## src/rtl/msk_ref_pkg.sv

```systemverilog
// Shared constants and mask construction for the multi-bit SNI refresh pipe.
package msk_ref_pkg;

  localparam int unsigned D_MAX = 16;
  localparam int unsigned R_MAX = 2 * D_MAX;

  // Second-layer pairs for d>=6: extra random k is XORed into
  // shares k and (k + L2_DIST[k]) mod d.
  localparam int unsigned L2_DIST [D_MAX] = '{2, 3, 2, 3, 2, 3, 2, 3,
                                              2, 3, 2, 3, 2, 3, 2, 3};

  // Random bits consumed per lane for a d-share refresh.
  function automatic int unsigned ref_n_rnd(input int unsigned nd);
    case (nd)
      2:       return 1;
      3:       return 2;
      4:       return 4;
      5:       return 5;
      6:       return 7;
      7:       return 9;
      8:       return 11;
      9:       return 12;
      10:      return 15;
      11:      return 17;
      12:      return 20;
      default: return 2 * nd;
    endcase
  endfunction

  // Zero-sum mask for one lane; only bits [nd-1:0] are meaningful.
  function automatic logic [D_MAX-1:0] ref_mask(input int unsigned nd,
                                                input logic [R_MAX-1:0] r);
    logic [D_MAX-1:0] m;
    int unsigned      b;
    m = '0;
    case (nd)
      2: m[1:0] = {r[0], r[0]};
      3: m[2:0] = {r[0] ^ r[1], r[1], r[0]};
      default: begin
        // Ring: r ^ rotl1(r), every random bit lands on two adjacent shares.
        for (int unsigned i = 0; i < D_MAX; i++) begin
          if (i < nd) m[i] = r[i] ^ r[(i + nd - 1) % nd];
        end
        if (nd >= 6) begin
          for (int unsigned k = 0; k < D_MAX; k++) begin
            if (k < ref_n_rnd(nd) - nd) begin
              b    = (k + L2_DIST[k]) % nd;
              m[k] = m[k] ^ r[nd + k];
              m[b] = m[b] ^ r[nd + k];
            end
          end
        end
      end
    endcase
    return m;
  endfunction

endpackage

```

## src/rtl/msk_ref_lane.sv

```systemverilog
// One masked lane: registers the sharing and its mask, then applies the mask.
module msk_ref_lane
  import msk_ref_pkg::*;
#(
  parameter int unsigned d = 2,
  parameter int unsigned R = 1
) (
  input  logic         clk,
  input  logic         rst_n,
  input  logic         load1,
  input  logic         mode,
  input  logic [d-1:0] shares_in,
  input  logic [R-1:0] rnd,
  input  logic         load2,
  output logic [d-1:0] shares_out
);

  logic [R_MAX-1:0] rnd_ext;
  logic [D_MAX-1:0] mask_full;
  logic             unused_mask;
  logic [d-1:0]     sh1;
  logic [d-1:0]     mask1;

  assign rnd_ext     = R_MAX'(rnd);
  assign mask_full   = ref_mask(d, rnd_ext);
  assign unused_mask = ^(mask_full >> d);

  // Stage 1 holds shares and mask apart; stage 2 is the only place they meet.
  always_ff @(posedge clk or negedge rst_n) begin
    if (!rst_n) begin
      // NOTE: data registers are reset too, so no share value from before
      // reset can ever reach out_shares.
      sh1        <= '0;
      mask1      <= '0;
      shares_out <= '0;
    end else begin
      // NOTE: non-blocking assignments keep stage 2 reading the old sh1/mask1
      // in the same edge that stage 1 reloads them.
      if (load1) begin
        sh1   <= shares_in;
        mask1 <= mode ? mask_full[d-1:0] : '0;
      end
      if (load2) shares_out <= sh1 ^ mask1;
    end
  end

endmodule

```

## src/rtl/msk_ref_sni_pipe.sv

```systemverilog
// W-lane SNI refresh behind a 2-stage valid/ready pipe with its own
// randomness handshake and a refresh transfer counter.
module msk_ref_sni_pipe
  import msk_ref_pkg::*;
#(
  parameter  int unsigned d  = 2,
  parameter  int unsigned W  = 8,
  parameter  int unsigned CW = 16,
  localparam int unsigned R  = ref_n_rnd(d)
) (
  input  logic           clk,
  input  logic           rst_n,
  input  logic           in_valid,
  output logic           in_ready,
  input  logic           in_mode,
  input  logic [W*d-1:0] in_shares,
  input  logic           rnd_valid,
  output logic           rnd_ready,
  input  logic [W*R-1:0] rnd,
  output logic           out_valid,
  input  logic           out_ready,
  output logic [W*d-1:0] out_shares,
  output logic [CW-1:0]  ref_cnt
);

  if (d < 2 || d > D_MAX) begin : g_bad_d
    $error("msk_ref_sni_pipe: d=%0d outside 2..%0d", d, D_MAX);
  end
  if (W < 1) begin : g_bad_w
    $error("msk_ref_sni_pipe: W must be at least 1");
  end

  logic v1;
  logic mode1;
  logic mode2;
  logic s2_load;
  logic s1_free;
  logic accept;

  assign s2_load   = v1 && (!out_valid || out_ready);
  assign s1_free   = !v1 || s2_load;
  assign in_ready  = s1_free && (rnd_valid || !in_mode);
  assign accept    = in_valid && in_ready;
  assign rnd_ready = accept && in_mode;

  // Pipeline occupancy, carried mode, and the refresh transfer counter.
  always_ff @(posedge clk or negedge rst_n) begin
    if (!rst_n) begin
      v1        <= 1'b0;
      mode1     <= 1'b0;
      mode2     <= 1'b0;
      out_valid <= 1'b0;
      ref_cnt   <= '0;
    end else begin
      if (accept)       v1 <= 1'b1;
      else if (s2_load) v1 <= 1'b0;
      if (accept) mode1 <= in_mode;

      if (s2_load) begin
        out_valid <= 1'b1;
        mode2     <= mode1;
      end else if (out_ready) begin
        out_valid <= 1'b0;
      end

      if (out_valid && out_ready && mode2) ref_cnt <= ref_cnt + CW'(1);
    end
  end

  for (genvar i = 0; i < W; i++) begin : g_lane
    msk_ref_lane #(.d(d), .R(R)) u_lane (
      .clk        (clk),
      .rst_n      (rst_n),
      .load1      (accept),
      .mode       (in_mode),
      .shares_in  (in_shares[i*d +: d]),
      .rnd        (rnd[i*R +: R]),
      .load2      (s2_load),
      .shares_out (out_shares[i*d +: d])
    );
  end

endmodule

```

## config.mk

```make
export PLATFORM = sky130hd
export DESIGN_NAME = msk_ref_sni_pipe
export DESIGN_NICKNAME = d
export VERILOG_FILES = /design/src/rtl/msk_ref_pkg.sv /design/src/rtl/msk_ref_lane.sv /design/src/rtl/msk_ref_sni_pipe.sv
export SDC_FILE = /design/constraint.sdc
export NUM_CORES = 1
export LEC_CHECK = 0
export BUFFER_PORTS_ARGS = -buffer_cell sky130_fd_sc_hd__buf_4
export CORE_ASPECT_RATIO = 0.7
export CORE_UTILIZATION = 29
export CTS_BUF_LIST = sky130_fd_sc_hd__clkbuf_8
export CTS_CLUSTER_SIZE = 20
export DETAILED_ROUTE_END_ITERATION = 10
export PLACE_DENSITY_LB_ADDON = 0.1
export SYNTH_ARGS = -nofsm -noshare
export SYNTH_HDL_FRONTEND = slang
export SYNTH_SLANG_ARGS = --single-unit
```

## constraint.sdc

```tcl
create_clock -name clk -period 4.54 [get_ports clk]
set_clock_uncertainty 0.05 [all_clocks]
set_input_delay 0.454 -clock clk [delete_from_list [all_inputs] [get_ports clk]]
set_output_delay 0.454 -clock clk [all_outputs]
set_load 0.02 [all_outputs]
```

After elaboration in Yosys (flattened, before gate mapping)
Index checks and enable logic that the tools add are counted.
- word-level logic and storage cells: 64
- flip-flop bits (word level): 68
- muxes and demuxes: 12
- reduce and logical (&&, ||, !) cells: 14
- add/subtract/negate cells: 1
- bitwise logic cells: 8
- operators by type and width (kind ; count):
    16-bit by 1-bit adder with 16-bit output, second input constant ; 1
    2-bit 2-to-1 mux ; 8
    2-bit XOR ; 8
    1-bit logical AND ; 6
    1-bit 2-to-1 mux ; 4
    2-bit nonzero test ; 2
    1-bit zero test ; 3
    1-bit logical OR ; 3

Logic depth before layout (Yosys ltp)
- depth after elaboration: 7
- gate-level depth with buffers: 6
- depth with buffers taken out: 5

Hierarchy
From an unflattened synthesis, not the netlist that was laid out.
- cells, all modules: 201
- area, all modules: 2452.4 µm²
- by module, submodules not included (module ; cells an instance ; times used ; area an instance (µm²)):
    msk_ref_lane ; 16 ; 8 ; 196.4
    msk_ref_sni_pipe ; 73 ; 1 ; 880.8

Worst setup path before layout
Ideal clock, no wire load.
- path type: input to output
- start: input in_mode
- end: output rnd_ready
- data arrival time: 1241 ps
- setup slack: 2795 ps
- path buffers: 1
- stages: 4
- cell sequence: buf_2 > nand2b_1 > and2_1 > and3_1
- cells in the longest elaborated chain, start to end: 5
- RTL lines (what ; line ; text):
    start, declared ; msk_ref_sni_pipe.sv:15 ; input logic in_mode,
    1-bit zero test ; msk_ref_sni_pipe.sv:42 ; assign in_ready = s1_free && (rnd_valid || !in_mode);
    1-bit logical OR ; msk_ref_sni_pipe.sv:42 ;
    1-bit logical AND ; msk_ref_sni_pipe.sv:42 ;
    net in_ready ; msk_ref_sni_pipe.sv:14 ; output logic in_ready,
    1-bit logical AND ; msk_ref_sni_pipe.sv:43 ; assign accept = in_valid && in_ready;
    1-bit logical AND ; msk_ref_sni_pipe.sv:44 ; assign rnd_ready = accept && in_mode;
    end, declared ; msk_ref_sni_pipe.sv:18 ; output logic rnd_ready,
The timed path passes the listed nets, and every way through them passes these cells.

Worst setup path in the final report
- start: register out_valid
- end: register mode2
- cells in the longest elaborated chain, start to end: 3
- RTL lines (what ; line ; text):
    start, declared ; msk_ref_sni_pipe.sv:20 ; output logic out_valid,
    start signal, assigned ; msk_ref_sni_pipe.sv:52 ; out_valid <= 1'b0;
    start signal, assigned ; msk_ref_sni_pipe.sv:60 ; out_valid <= 1'b1;
    start signal, assigned ; msk_ref_sni_pipe.sv:63 ; out_valid <= 1'b0;
    1-bit zero test ; msk_ref_sni_pipe.sv:40 ; assign s2_load = v1 && (!out_valid || out_ready);
    1-bit logical OR ; msk_ref_sni_pipe.sv:40 ;
    1-bit logical AND ; msk_ref_sni_pipe.sv:40 ;
    end signal, assigned ; msk_ref_sni_pipe.sv:61 ; mode2 <= mode1;
    end, declared ; msk_ref_sni_pipe.sv:35 ; logic mode2;
No other way between the ends.
A chain may end at the register's enable or synchronous reset.

==> flow_summary.json <==
{
  "run_status": "finished with violations",
  "violations": "design-rule violations",
  "setup_slack_ns": 2.49,
  "routabilityCongestion": 0.721,
  "power.share.switching": 0.322,
  "clock-root-buffer": "clkbuf_8",
  "finalNonFillerCells": 382,
  "cts_hold_buf": 0,
  "comb_power_share": 0.272,
  "area.growth.synth_to_final_pct": 30.6,
  "design_power_total_mw": 1.59,
  "rows": 27,
  "vias_per_cell": 4.28,
  "finalHoldWorstSlack_ns": 0.135,
  "worstPathArrival_ns": 2.21,
  "port-buffer-count": 64,
  "hold_violations": 0,
  "synth_ff_type": "dfrtp_1",
  "synth-edff-count": 0,
  "hpwl_um": 3400,
  "core_sq_um": 8040,
  "cts_inserted_buffers": 9,
  "slew_violations": 0,
  "ioPinCount": 65,
  "grt_pass1_vias": 1583,
  "finalNetCount": 308,
  "critical_path_class": "reg2reg",
  "pre_cts_slack_ns": 2.32,
  "antenna_cells_inserted": 0,
  "avgSynthCellArea_sq_um": 11.8,
  "syn-num-nets": 239,
  "wire_per_inst_um": 13.3,
  "path_depth": 3,
  "die-height_um": 79.1,
  "clockBufferDepth": 2,
  "drt_drc_violations_left": 1,
  "slowest_stage": "nand2_1",
  "drt_antenna_net_count": 0,
  "setup.worst_path.end_class": "flip-flop",
  "synth_async_sr_flop_share": 1.00,
  "worst-endpoint-required_ns": 4.70,
  "grt_pass1_wl_um": 8250,
  "p_leak_nw": 1.53,
  "stdcell_area_sq_um": 3210,
  "ir_drop_v": 0.000259,
  "worst_setup_hold_path_clk_slew_ns": 0.07,
  "synth_instances": 208,
  "synth.lib_cells_used.distinct": 25,
  "grt_antenna_before_repair": 0,
  "grt_overflow_total": 0,
  "syn-cell-area_sq_um": 2460,
  "track_usage": 0.126,
  "postPlaceCellArea_sq_um": 3050,
  "h-tree-depth": 3,
  "final_layout_size_suffix_gt1_frac": 0.356,
  "clock_insertion_delay_at_the_later_pin_of_the_skew_report_ns": 0.33,
  "die_area_sq_um": 8860,
  "fin_crit_sh": 0.451,
  "postSynthRegisterBits": 60,
  "die-width_um": 112,
  "drt_iter0_markers": 43,
  "critical_path_buf_inv_count": 0,
  "initial_utilization": 0.306,
  "tightestPinTransition_ns": 0.970,
  "first_pass_iters": 7,
  "cell_internal_pwr_mw": 1.08,
  "clock_sink_count": 60,
  "worst_setup_path_start_kind": "flip-flop",
  "crit_fanout": 33,
  "top_cell_family_by_delay_on_the_critical_path": "simple AND/OR/NAND/NOR gates",
  "grt_max_degree": 61,
  "route.final.wire_length_um": 5090,
  "totalNegativeSetupSlack_ns": 0,
  "pwr-share-clk": 0.263,
  "fin_crit_ns": 2.05,
  "setup_buffers_after_cts": 0,
  "pwr_density_cell_nw_per_um2": 496,
  "synth.yosys.warnings": 0,
  "post_cts_resized": 0,
  "max_freq_mhz": 488,
  "power.switching_mw": 0.513,
  "crit_path_cell_trace": "or2b_2 -> nand2_1 -> mux2_2",
  "slew_headroom": 0.352,
  "worst_hold_path_type": "in2async",
  "postLayoutCoreUtil": 0.400,
  "setup-violations-final": 0,
  "portion_of_the_post_synthesis_area_used_by_sequential_elements": 0.610,
  "drv_cap": 0,
  "vias": 1636,
  "tritoncts": "built",
  "rsz_0062_raised_after_global_routing": "no",
  "share_seq_of_total_power": 0.465,
  "worst_path_largest_cell_delay_ns": 0.72,
  "dpl.cell_count": 367,
  "worstRegToRegCells": 3
}
-- state kept, by name (all words and copies together), names as in the netlist --
signal and count:
ref_cnt 16, g_lane.u_lane.sh1 16, g_lane.u_lane.shares_out 16, v1 1, g_lane.u_lane.mask1 8, out_valid 1
mode1 1, mode2 1
-- final timing paths --
| path | start | to | slack [ns] |
|---|---|---|---|
| max reg2reg | out_valid | mode2 | 2.49 |
| min in group clk | in_shares[2] | g_lane[1].u_lane.sh1[0] | 0.30 |
| min | rst_n | g_lane[1].u_lane.sh1[1] | 0.14 |
| max | out_valid | mode2 | 2.49 |
| min reg2reg | ref_cnt[15] | ref_cnt[15] | 0.42 |
| max in group asynchronous | rst_n | g_lane[6].u_lane.shares_out[1] | 3.78 |
-- routing by layer --
layer | vias up | GRT usage | part of all wire
li1 | 835 | - | -
met1 | 755 | 0.169 | 0.50
met2 | 42 | 0.178 | 0.44
met3 | 4 | 0.0504 | 0.058
met4 | 0 | 0.0547 | 0.0055
met5 | - | 0 | 0
-- synthesized netlist by cell type (all sizes together), types with 2 or more instances --
| master | number | area share |
|---|---|---|
| and3 | 4 | 0.010 |
| xnor2 | 26 | 0.093 |
| clkbuf | 4 | 0.0061 |
| nor2 | 3 | 0.0046 |
| nand2 | 40 | 0.061 |
| nor3 | 2 | 0.0061 |
| dfrtp | 60 | 0.61 |
| mux2 | 18 | 0.082 |
| nand3 | 5 | 0.012 |
| xor2 | 5 | 0.018 |
| nand2b | 2 | 0.0051 |
| o21ai | 24 | 0.049 |
| buf | 3 | 0.0061 |
| nand4 | 3 | 0.0076 |
-- worst reg2reg max path, stage by stage, from the launching register on --
cell     delay [ns]
dfrtp_1        0.42
or2b_2         0.32
nand2_1        0.72
mux2_2         0.42
-- power by group through the flow --
stage	Combinational [mW]	Clock, mW	Sequential, mW
3_3_place_gp	0.437	0	0.752
4_1_cts	0.442	0.440	0.745
2_1_floorplan	0.161	0	0.831
5_1_grt	0.474	0.460	0.761
3_5_place_dp	0.441	0	0.753
6_report	0.434	0.420	0.741
-- cell families (layout without fill, tap and decap cells) --
kind of cell	Yosys count	after routing	share of synthesized area
and+or+nand+nor	65	65	0.127
DFF	60	60	0.610
xor gates and xnor gates	31	31	0.110
AOI/OAI and AO/OA	25	25	0.0519
muxes	18	18	0.0824
buffers and inverters	8	81	0.0137
adders and majority gates	1	1	0.00508
-- cell type report --
| class | count | area, sq um |
|---|---|---|
| Fill cell | 811 | 4830 |
| Sequential cell | 60 | 1500 |
| Multi-Input combinational cell | 140 | 926 |
| Timing Repair Buffer | 65 | 488 |
| Clock buffer | 11 | 151 |
| Tap cell | 101 | 126 |
| Clock inverter | 4 | 17.5 |
| Inverter | 1 | 3.75 |
-- cells in the final DEF, fill, tap and decap left out --
master and instances:
buf_4 65, dfrtp_1 60, nand2_1 40, xnor2_1 26
o21ai_0 24, mux2_2 18, clkbuf_8 11, xor2_1 5
and3_1 4, nand3_1 4, nand4_1 3, inv_1 3
nor2_1 3, nand2b_1 2, clkinv_2 2, nand3b_1 1
and2_1 1, nor3_1 1, nand3_2 1, or4_4 1
or2b_2 1, nor4_1 1, and4_1 1, a21o_1 1
nor3_2 1, ha_1 1
No activity file was read; power rests on OpenSTA's default activity.
